===== config.mk =====
export PLATFORM = sky130hd
export DESIGN_NAME = uart_frame_loader_flat
export DESIGN_NICKNAME = d
export VERILOG_FILES = /design/src/rtl/uart_frame_loader_if.sv /design/src/rtl/uart_frame_loader.sv /design/src/flat_wrapper.sv
export SDC_FILE = /design/constraint.sdc
export NUM_CORES = 2
export LEC_CHECK = 0
export ABC_AREA = 1
export BUFFER_PORTS_ARGS = -buffer_cell sky130_fd_sc_hd__clkbuf_2
export CAP_MARGIN = 5
export CORE_AREA = 3 3 436 438
export DETAILED_ROUTE_END_ITERATION = 8
export DIE_AREA = 0 0 439 441
export SLEW_MARGIN = 10
export SYNTH_ARGS = -nofsm -noshare
export SYNTH_HDL_FRONTEND = slang
export SYNTH_SLANG_ARGS = --single-unit

===== constraint.sdc =====
create_clock -name clk -period 2.6 [get_ports clk]
set_input_delay 0.52 -clock clk [delete_from_list [all_inputs] [get_ports clk]]
set_output_delay 0.52 -clock clk [all_outputs]
set_load 0.01 [all_outputs]

===== src/rtl/uart_frame_loader_if.sv =====
// Bundles the serial input and the committed-frame outputs of uart_frame_loader.
// The master side drives uart_rx; the slave side is the loader itself.
interface uart_frame_loader_if #(
    parameter int N_CELLS = 20
) ();
    logic                   uart_rx;
    logic [32*N_CELLS-1:0]  u_out;
    logic                   load_valid;
    logic                   busy;
    logic                   err;

    modport master (
        output uart_rx,
        input  u_out,
        input  load_valid,
        input  busy,
        input  err
    );

    modport slave (
        input  uart_rx,
        output u_out,
        output load_valid,
        output busy,
        output err
    );
endinterface


===== src/rtl/uart_frame_loader.sv =====
// UART initial-condition frame loader: 8N1 receiver, header-hunting parser, inter-byte
// timeout and shadow/commit register. Define LOADER_CHECKSUM_EN to require a trailing XOR byte.
module uart_frame_loader #(
    parameter int         DELAY_FRAMES = 234,
    parameter int         N_CELLS      = 20,
    parameter logic [7:0] HDR_BYTE     = 8'h01,
    parameter int         TIMEOUT_BITS = 32
) (
    input  logic               clk,
    input  logic               rst_n,
    uart_frame_loader_if.slave bus
);
    localparam int N_BYTES  = 4 * N_CELLS;
    localparam int CNT_W    = $clog2(DELAY_FRAMES + 1);
    localparam int IDX_W    = (N_BYTES > 1) ? $clog2(N_BYTES) : 1;
    localparam int TO_LIMIT = TIMEOUT_BITS * (DELAY_FRAMES + 1);
    localparam int TO_W     = $clog2(TO_LIMIT + 1);

    localparam logic [CNT_W-1:0] FULL_CNT = CNT_W'(DELAY_FRAMES);
    localparam logic [CNT_W-1:0] HALF_CNT = CNT_W'(DELAY_FRAMES / 2);
    localparam logic [IDX_W-1:0] LAST_IDX = IDX_W'(N_BYTES - 1);
    localparam logic [TO_W-1:0]  TO_LAST  = TO_W'(TO_LIMIT - 1);

    typedef enum logic [1:0] {RX_IDLE, RX_START, RX_DATA, RX_STOP} rx_state_t;
`ifdef LOADER_CHECKSUM_EN
    typedef enum logic [1:0] {P_HUNT, P_PAYLOAD, P_CHECK} p_state_t;
`else
    typedef enum logic [0:0] {P_HUNT, P_PAYLOAD} p_state_t;
`endif

    logic                  sync1_q, sync2_q;
    rx_state_t             rx_state_q, rx_state_d;
    logic [CNT_W-1:0]      rx_cnt_q, rx_cnt_d;
    logic [2:0]            bit_idx_q, bit_idx_d;
    logic [7:0]            shift_q, shift_d;
    logic                  byte_valid_q, byte_valid_d;
    logic                  frame_err_q, frame_err_d;

    p_state_t              p_state_q, p_state_d;
    logic [1:0]            hdr_cnt_q, hdr_cnt_d;
    logic [IDX_W-1:0]      idx_q, idx_d;
    logic [32*N_CELLS-1:0] shadow_q, shadow_d;
    logic [32*N_CELLS-1:0] u_out_q, u_out_d;
    logic                  load_valid_q, load_valid_d;
    logic                  busy_q, busy_d;
    logic                  err_q, err_d;
    logic [TO_W-1:0]       idle_cnt_q, idle_cnt_d;
    logic                  commit;
`ifdef LOADER_CHECKSUM_EN
    logic [7:0]            xsum_q, xsum_d;
`endif

    always_ff @(posedge clk or negedge rst_n) begin
        if (!rst_n) begin
            sync1_q <= 1'b1;
            sync2_q <= 1'b1;
        end else begin
            sync1_q <= bus.uart_rx;
            sync2_q <= sync1_q;
        end
    end

    // A start bit is re-checked at mid-bit so short low glitches are rejected.
    always_comb begin
        rx_state_d   = rx_state_q;
        rx_cnt_d     = rx_cnt_q;
        bit_idx_d    = bit_idx_q;
        shift_d      = shift_q;
        byte_valid_d = 1'b0;
        frame_err_d  = 1'b0;
        unique case (rx_state_q)
            RX_IDLE: begin
                if (!sync2_q) begin
                    rx_state_d = RX_START;
                    rx_cnt_d   = '0;
                end
            end
            RX_START: begin
                if (rx_cnt_q == HALF_CNT) begin
                    rx_cnt_d   = '0;
                    bit_idx_d  = '0;
                    rx_state_d = sync2_q ? RX_IDLE : RX_DATA;
                end else begin
                    rx_cnt_d = rx_cnt_q + 1'b1;
                end
            end
            RX_DATA: begin
                if (rx_cnt_q == FULL_CNT) begin
                    rx_cnt_d  = '0;
                    shift_d   = {sync2_q, shift_q[7:1]};
                    bit_idx_d = bit_idx_q + 3'd1;
                    if (bit_idx_q == 3'd7) begin
                        rx_state_d = RX_STOP;
                    end
                end else begin
                    rx_cnt_d = rx_cnt_q + 1'b1;
                end
            end
            RX_STOP: begin
                if (rx_cnt_q == FULL_CNT) begin
                    rx_cnt_d     = '0;
                    rx_state_d   = RX_IDLE;
                    byte_valid_d = sync2_q;
                    frame_err_d  = !sync2_q;
                end else begin
                    rx_cnt_d = rx_cnt_q + 1'b1;
                end
            end
            default: rx_state_d = RX_IDLE;
        endcase
    end

    always_ff @(posedge clk or negedge rst_n) begin
        if (!rst_n) begin
            rx_state_q   <= RX_IDLE;
            rx_cnt_q     <= '0;
            bit_idx_q    <= '0;
            shift_q      <= '0;
            byte_valid_q <= 1'b0;
            frame_err_q  <= 1'b0;
        end else begin
            rx_state_q   <= rx_state_d;
            rx_cnt_q     <= rx_cnt_d;
            bit_idx_q    <= bit_idx_d;
            shift_q      <= shift_d;
            byte_valid_q <= byte_valid_d;
            frame_err_q  <= frame_err_d;
        end
    end

    // The idle counter holds cycles since the last byte, so a byte arriving on the timeout cycle wins.
    always_comb begin
        p_state_d    = p_state_q;
        hdr_cnt_d    = hdr_cnt_q;
        idx_d        = idx_q;
        shadow_d     = shadow_q;
        u_out_d      = u_out_q;
        load_valid_d = 1'b0;
        err_d        = 1'b0;
        commit       = 1'b0;
`ifdef LOADER_CHECKSUM_EN
        xsum_d       = xsum_q;
`endif
        if (byte_valid_q) begin
            idle_cnt_d = TO_W'(1);
        end else if (!busy_q) begin
            idle_cnt_d = '0;
        end else begin
            idle_cnt_d = idle_cnt_q + 1'b1;
        end

        if (frame_err_q) begin
            p_state_d = P_HUNT;
            hdr_cnt_d = '0;
            err_d     = 1'b1;
        end else if (byte_valid_q) begin
            unique case (p_state_q)
                P_HUNT: begin
                    if (shift_q == HDR_BYTE) begin
                        if (hdr_cnt_q == 2'd3) begin
                            p_state_d = P_PAYLOAD;
                            hdr_cnt_d = '0;
                            idx_d     = '0;
`ifdef LOADER_CHECKSUM_EN
                            xsum_d    = '0;
`endif
                        end else begin
                            hdr_cnt_d = hdr_cnt_q + 2'd1;
                        end
                    end else begin
                        hdr_cnt_d = '0;
                    end
                end
                P_PAYLOAD: begin
                    shadow_d[{idx_q, 3'b000} +: 8] = shift_q;
                    idx_d = idx_q + 1'b1;
`ifdef LOADER_CHECKSUM_EN
                    xsum_d = xsum_q ^ shift_q;
                    if (idx_q == LAST_IDX) begin
                        p_state_d = P_CHECK;
                    end
`else
                    if (idx_q == LAST_IDX) begin
                        commit = 1'b1;
                    end
`endif
                end
`ifdef LOADER_CHECKSUM_EN
                P_CHECK: begin
                    if (shift_q == xsum_q) begin
                        commit = 1'b1;
                    end else begin
                        err_d = 1'b1;
                    end
                    p_state_d = P_HUNT;
                end
`endif
                default: p_state_d = P_HUNT;
            endcase
        end else if (busy_q && (idle_cnt_q == TO_LAST)) begin
            p_state_d = P_HUNT;
            hdr_cnt_d = '0;
            err_d     = 1'b1;
        end

        if (commit) begin
            u_out_d      = shadow_d;
            load_valid_d = 1'b1;
            p_state_d    = P_HUNT;
        end
        busy_d = (p_state_d != P_HUNT) || (hdr_cnt_d != 2'd0);
    end

    always_ff @(posedge clk or negedge rst_n) begin
        if (!rst_n) begin
            p_state_q    <= P_HUNT;
            hdr_cnt_q    <= '0;
            idx_q        <= '0;
            shadow_q     <= '0;
            u_out_q      <= '0;
            load_valid_q <= 1'b0;
            busy_q       <= 1'b0;
            err_q        <= 1'b0;
            idle_cnt_q   <= '0;
`ifdef LOADER_CHECKSUM_EN
            xsum_q       <= '0;
`endif
        end else begin
            p_state_q    <= p_state_d;
            hdr_cnt_q    <= hdr_cnt_d;
            idx_q        <= idx_d;
            shadow_q     <= shadow_d;
            u_out_q      <= u_out_d;
            load_valid_q <= load_valid_d;
            busy_q       <= busy_d;
            err_q        <= err_d;
            idle_cnt_q   <= idle_cnt_d;
`ifdef LOADER_CHECKSUM_EN
            xsum_q       <= xsum_d;
`endif
        end
    end

    assign bus.u_out      = u_out_q;
    assign bus.load_valid = load_valid_q;
    assign bus.busy       = busy_q;
    assign bus.err        = err_q;
endmodule


===== src/flat_wrapper.sv =====
// flat-port wrapper written by rule: the top's interface ports become plain ports
module uart_frame_loader_flat 
#(
    parameter int         DELAY_FRAMES = 234,
    parameter int         N_CELLS      = 20,
    parameter logic [7:0] HDR_BYTE     = 8'h01,
    parameter int         TIMEOUT_BITS = 32
)
  (clk, rst_n, bus_uart_rx, bus_u_out, bus_load_valid, bus_busy, bus_err);
  uart_frame_loader_if #(.N_CELLS(N_CELLS)) bus_i ();
  input  logic clk;
  input  logic rst_n;
  input wire logic [$bits(bus_i.uart_rx)-1:0] bus_uart_rx;
  output wire logic [$bits(bus_i.u_out)-1:0] bus_u_out;
  output wire logic [$bits(bus_i.load_valid)-1:0] bus_load_valid;
  output wire logic [$bits(bus_i.busy)-1:0] bus_busy;
  output wire logic [$bits(bus_i.err)-1:0] bus_err;
  assign bus_i.uart_rx = bus_uart_rx;
  assign bus_u_out = bus_i.u_out;
  assign bus_load_valid = bus_i.load_valid;
  assign bus_busy = bus_i.busy;
  assign bus_err = bus_i.err;
  uart_frame_loader #(.DELAY_FRAMES(DELAY_FRAMES), .N_CELLS(N_CELLS), .HDR_BYTE(HDR_BYTE), .TIMEOUT_BITS(TIMEOUT_BITS)) u_core (.clk(clk), .rst_n(rst_n), .bus(bus_i));
endmodule

==> reports/results.tsv <==
metric	value	unit
overflow left after global routing	0	
post-synthesis sequential area ratio	59.59	%
main flop type after synthesis	sky130_fd_sc_hd__dfrtp_1	
Longest Clk Path Bufs	3	
final setup violating endpoints	0	
port buffer count	645	
Power, Total	43260	uW
DR vias	47150	
clock root buffer	sky130_fd_sc_hd__clkbuf_16	
critical path type	flip-flop to flip-flop	
buffers and inverters on the worst path	5	
routed wire length per instance	21.31	um
fillers	18950	
clock network fraction of total power	50.8	%
Worst Hold Slack	309.4	ps
Critical Path Start	u_core.idx_q[1]	
asr flop ratio synth	100.0	%
summed negative setup slack over all endpoints	0	ps
DRC	0	
IO Count	646	
share of final-layout standard cells stronger than drive strength 1	19.59	%
Die Footprint	193600	um2
leakage power	0.04032	uW
maximum number of pins on one net before global-route repair	141	
classification of the worst-slack hold path	primary input to asynchronous set/reset pin	
final clock skew	35.77	ps
width of the die	439	um
synthesized netlist net count	6613	
worst-path cell chain	buf_4 -> nor2_2 -> buf_4 -> nand4_1 -> nand2_4 -> inv_2 -> nor2_4 -> buf_12 -> nand3_1 -> buf_12 -> o211ai_1 -> nand2_1	
average cell area after synthesis	8.472	um2
vertical extent of the die	441	um
sw frac	21.73	%
Final Routed Wirelength	217.9	mm
number of flops mapped to enable cells by yosys	0	
unique cell type count in the Yosys netlist	43	
worst-path maximum fanout	21	
required time of the critical path	3250	ps
type of element capturing the critical path	flip-flop	
antenna-violating nets left	0	
logic gate share of total power	1.3	%
Worst Max-Slew Pin Slew	727.1	ps
Std-Cell Rows	159	
Max VDD drop	521.1	uV
TritonCTS clock tree	built	
startpoint type of the worst setup path	flip-flop	
first-iteration detailed-routing DRC count	3911	
cell family with the largest share of critical-path delay	simple AND/OR/NAND/NOR gates	
layout overhead on the synthesized area	27.69	%
largest stage delay on the critical path	400	ps
number of instances in the synthesized netlist	6598	
sequential cell fraction of total power	47.9	%
internal portion of total power	33850	uW
run status	finished clean	
Max Transition Viols Final	0	
post-layout minimum cycle time	2492	ps
weighted congestion at the end of routability-driven global placement	0.9485	
maximum clock rate	401.2	MHz
global-route wire length before repair	313.8	mm
number of warnings issued by yosys	0	
initial antenna violation count	10	
Post-Route Utilization	38.17	%
crit share post-route	95.86	%
count of maximum capacitance violations	0	
HPWL after detailed placement	163.9	mm
combined area of all synthesized cells	55900	um2
area inside the core boundary	187000	um2
source of the worst register-to-register timing path	u_core.idx_q[1]	
H-tree lvl count	4	
crit path DAT	3150	ps
sink count of the clock tree	1331	
count of final hold-check violations	0	
Post-layout nets	7627	
ratio of total power to cell area	606.0	nW/um2
vias in the first global route	46270	
worst-path cell with the longest stage delay	sky130_fd_sc_hd__dfrtp_1	
per-cell via count in the routed design	4.610	
number of iterations in the first detailed-routing pass	6	
initial cell density of the core	29.89	%
later-pin clock latency in the skew report	800	ps
Inserted Clock Buffers	150	
Switching Power	9401	uW
synthesis-stage register bit count	1331	
post-CTS clock slew at the launch and capture registers of the worst setup and hold paths	60	ps
GRT Total Usage	22.16	%
Rel. slew slack	51.52	%
==> worst register-to-register path, delay by kind of cell (launching register included) <==
family | cells | cell delay (ps)
buffers and inverters | 5 | 810
AND/OR/NAND/NOR | 6 | 890
flip-flops | 1 | 400
AO/OA/AOI/OAI | 1 | 270
==> timing repair <==
item | in CTS | in global routing
resized for setup | 15 | 69
setup buffers | 4 | 19
pin swaps | 1 | 6
hold buffers | 2 | 0
cloned | 0 | 2
endpoints found under the hold margin | 54 | 0
setup endpoints to repair | 43 | 791
==> stage by stage <==
step	setup slack (ps)	cells	cell area, um2
global route	-15.08	10220	71360
finish	107.7	10230	71380
floorplan	85.51	6598	55900
CTS	-1.746	10200	70940
detailed placement	-131.8	9928	65760
global placement	-164.0	9928	65760
==> final cells by class <==
class / instances / area [um2] / area share [%]
diodes: 6 / 15.01 / 0.02103
clock buffers: 222 / 4468 / 6.260
clock inverters: 46 / 626.9 / 0.8782
inverters: 846 / 3202 / 4.486
multi-input cells: 4150 / 18400 / 25.78
flip-flops and latches: 1331 / 33310 / 46.67
well taps: 2495 / 3122 / 4.373
repair buffers: 1133 / 8237 / 11.54
==> worst paths after layout <==
check                                             end  slack (ps)  depth (start not counted)
worst min-delay path            u_core.bus.u_out[194]         310                          2
max in group asynchronous       u_core.bus.u_out[155]        1260                          3
worst min register to register         u_core.sync2_q         350                          0
worst max register to register  u_core.bus.u_out[464]         110                         12
min in group clk                       u_core.sync2_q         350                          0
worst max-delay path            u_core.bus.u_out[464]         110                         12
==> cells in the mapped netlist, types with 5 or more instances <==
library cell | number | area share (%)
sky130_fd_sc_hd__nor2_1 | 145 | 0.97
sky130_fd_sc_hd__nand2_1 | 2624 | 18
sky130_fd_sc_hd__a21oi_1 | 9 | 0.081
sky130_fd_sc_hd__clkinv_1 | 6 | 0.040
sky130_fd_sc_hd__o21ai_0 | 349 | 3.1
sky130_fd_sc_hd__nand2_2 | 12 | 0.13
sky130_fd_sc_hd__nor3_1 | 26 | 0.23
sky130_fd_sc_hd__buf_4 | 21 | 0.28
sky130_fd_sc_hd__o21ai_1 | 50 | 0.45
sky130_fd_sc_hd__buf_2 | 108 | 0.97
sky130_fd_sc_hd__buf_1 | 21 | 0.14
sky130_fd_sc_hd__nor2_4 | 14 | 0.28
sky130_fd_sc_hd__clkbuf_1 | 119 | 0.80
sky130_fd_sc_hd__ha_1 | 12 | 0.27
sky130_fd_sc_hd__o211ai_1 | 17 | 0.23
sky130_fd_sc_hd__and2_1 | 172 | 1.9
sky130_fd_sc_hd__nand3_1 | 535 | 4.8
sky130_fd_sc_hd__inv_2 | 14 | 0.094
sky130_fd_sc_hd__nor2_2 | 27 | 0.30
sky130_fd_sc_hd__nand3b_1 | 9 | 0.12
sky130_fd_sc_hd__nand4_1 | 37 | 0.41
sky130_fd_sc_hd__xor2_1 | 5 | 0.078
sky130_fd_sc_hd__inv_1 | 826 | 5.5
sky130_fd_sc_hd__o22ai_1 | 5 | 0.056
sky130_fd_sc_hd__o21a_1 | 76 | 1.0
sky130_fd_sc_hd__dfrtp_1 | 1329 | 59
==> power by group through the flow <==
stage                     logic [uW]  clock network [uW]  registers, uW
after CTS                        581               22500          20700
final                            547               22000          20700
after global routing             634               23300          20700
after floorplan                0.395                   0          21100
after global placement           566                   0          21100
after detailed placement         578                   0          21100
==> placed cells by master, fill, tap and decap left out, types with 8 or more instances in the layout <==
master                       instances
sky130_fd_sc_hd__inv_6               8
sky130_fd_sc_hd__buf_12            102
sky130_fd_sc_hd__nand3_2            10
sky130_fd_sc_hd__a21oi_1             9
sky130_fd_sc_hd__clkbuf_2          644
sky130_fd_sc_hd__o21ai_0           333
sky130_fd_sc_hd__clkinv_2           14
sky130_fd_sc_hd__inv_2              22
sky130_fd_sc_hd__nand2_4             8
sky130_fd_sc_hd__nand3_1           529
sky130_fd_sc_hd__inv_1             816
sky130_fd_sc_hd__nand2_1          2598
sky130_fd_sc_hd__o211ai_1           17
sky130_fd_sc_hd__nand2_2            31
sky130_fd_sc_hd__and2_1            172
sky130_fd_sc_hd__bufinv_16          11
sky130_fd_sc_hd__nand3b_1            9
sky130_fd_sc_hd__nor3_1             20
sky130_fd_sc_hd__clkbuf_16         155
sky130_fd_sc_hd__clkbuf_8           38
sky130_fd_sc_hd__nor2_4             19
sky130_fd_sc_hd__dfrtp_1          1328
sky130_fd_sc_hd__nand4_1            37
sky130_fd_sc_hd__o21ai_1            65
sky130_fd_sc_hd__buf_4             376
sky130_fd_sc_hd__o21a_1             76
sky130_fd_sc_hd__nor2_1            134
sky130_fd_sc_hd__clkbuf_1           31
sky130_fd_sc_hd__nor3_2              9
sky130_fd_sc_hd__clkinvlp_4         10
sky130_fd_sc_hd__ha_1               11
sky130_fd_sc_hd__nor2_2             33
==> flip-flops by register name, indices dropped and copies added, names as in the netlist, named ones only <==
register               flops
u_core.bit_idx_q           3
u_core.bus.busy            1
u_core.bus.err             1
u_core.bus.load_valid      1
u_core.bus.u_out         640
u_core.byte_valid_q        1
u_core.frame_err_q         1
u_core.hdr_cnt_q           2
u_core.idle_cnt_q         13
u_core.idx_q               7
u_core.p_state_q           1
u_core.rx_cnt_q            8
u_core.rx_state_q          1
u_core.shadow_q          640
u_core.shift_q             8
u_core.sync1_q             1
u_core.sync2_q             1
==> cell families after synthesis <==
family	synth area share [%]
XOR/XNOR	0.09401
buffers and inverters	7.910
AND/OR/NAND/NOR	27.07
flip-flops	59.59
adder cells (fa/ha/maj)	0.2686
AO/OA/AOI/OAI	5.072
==> metal layers <==
metal | GRT usage [%] | share of wire, % | wire length [um] | vias up
met1 | 28.11 | 41 | 89980 | 22870
met2 | 34.79 | 45 | 99110 | 1552
met4 | 14.22 | 7.3 | 15890 | 0
met3 | 4.054 | 6.0 | 12970 | 480
met5 | 0 | 0 | 0 | -
li1 | - | - | - | 22250
(Power assumes the default switching activity.)
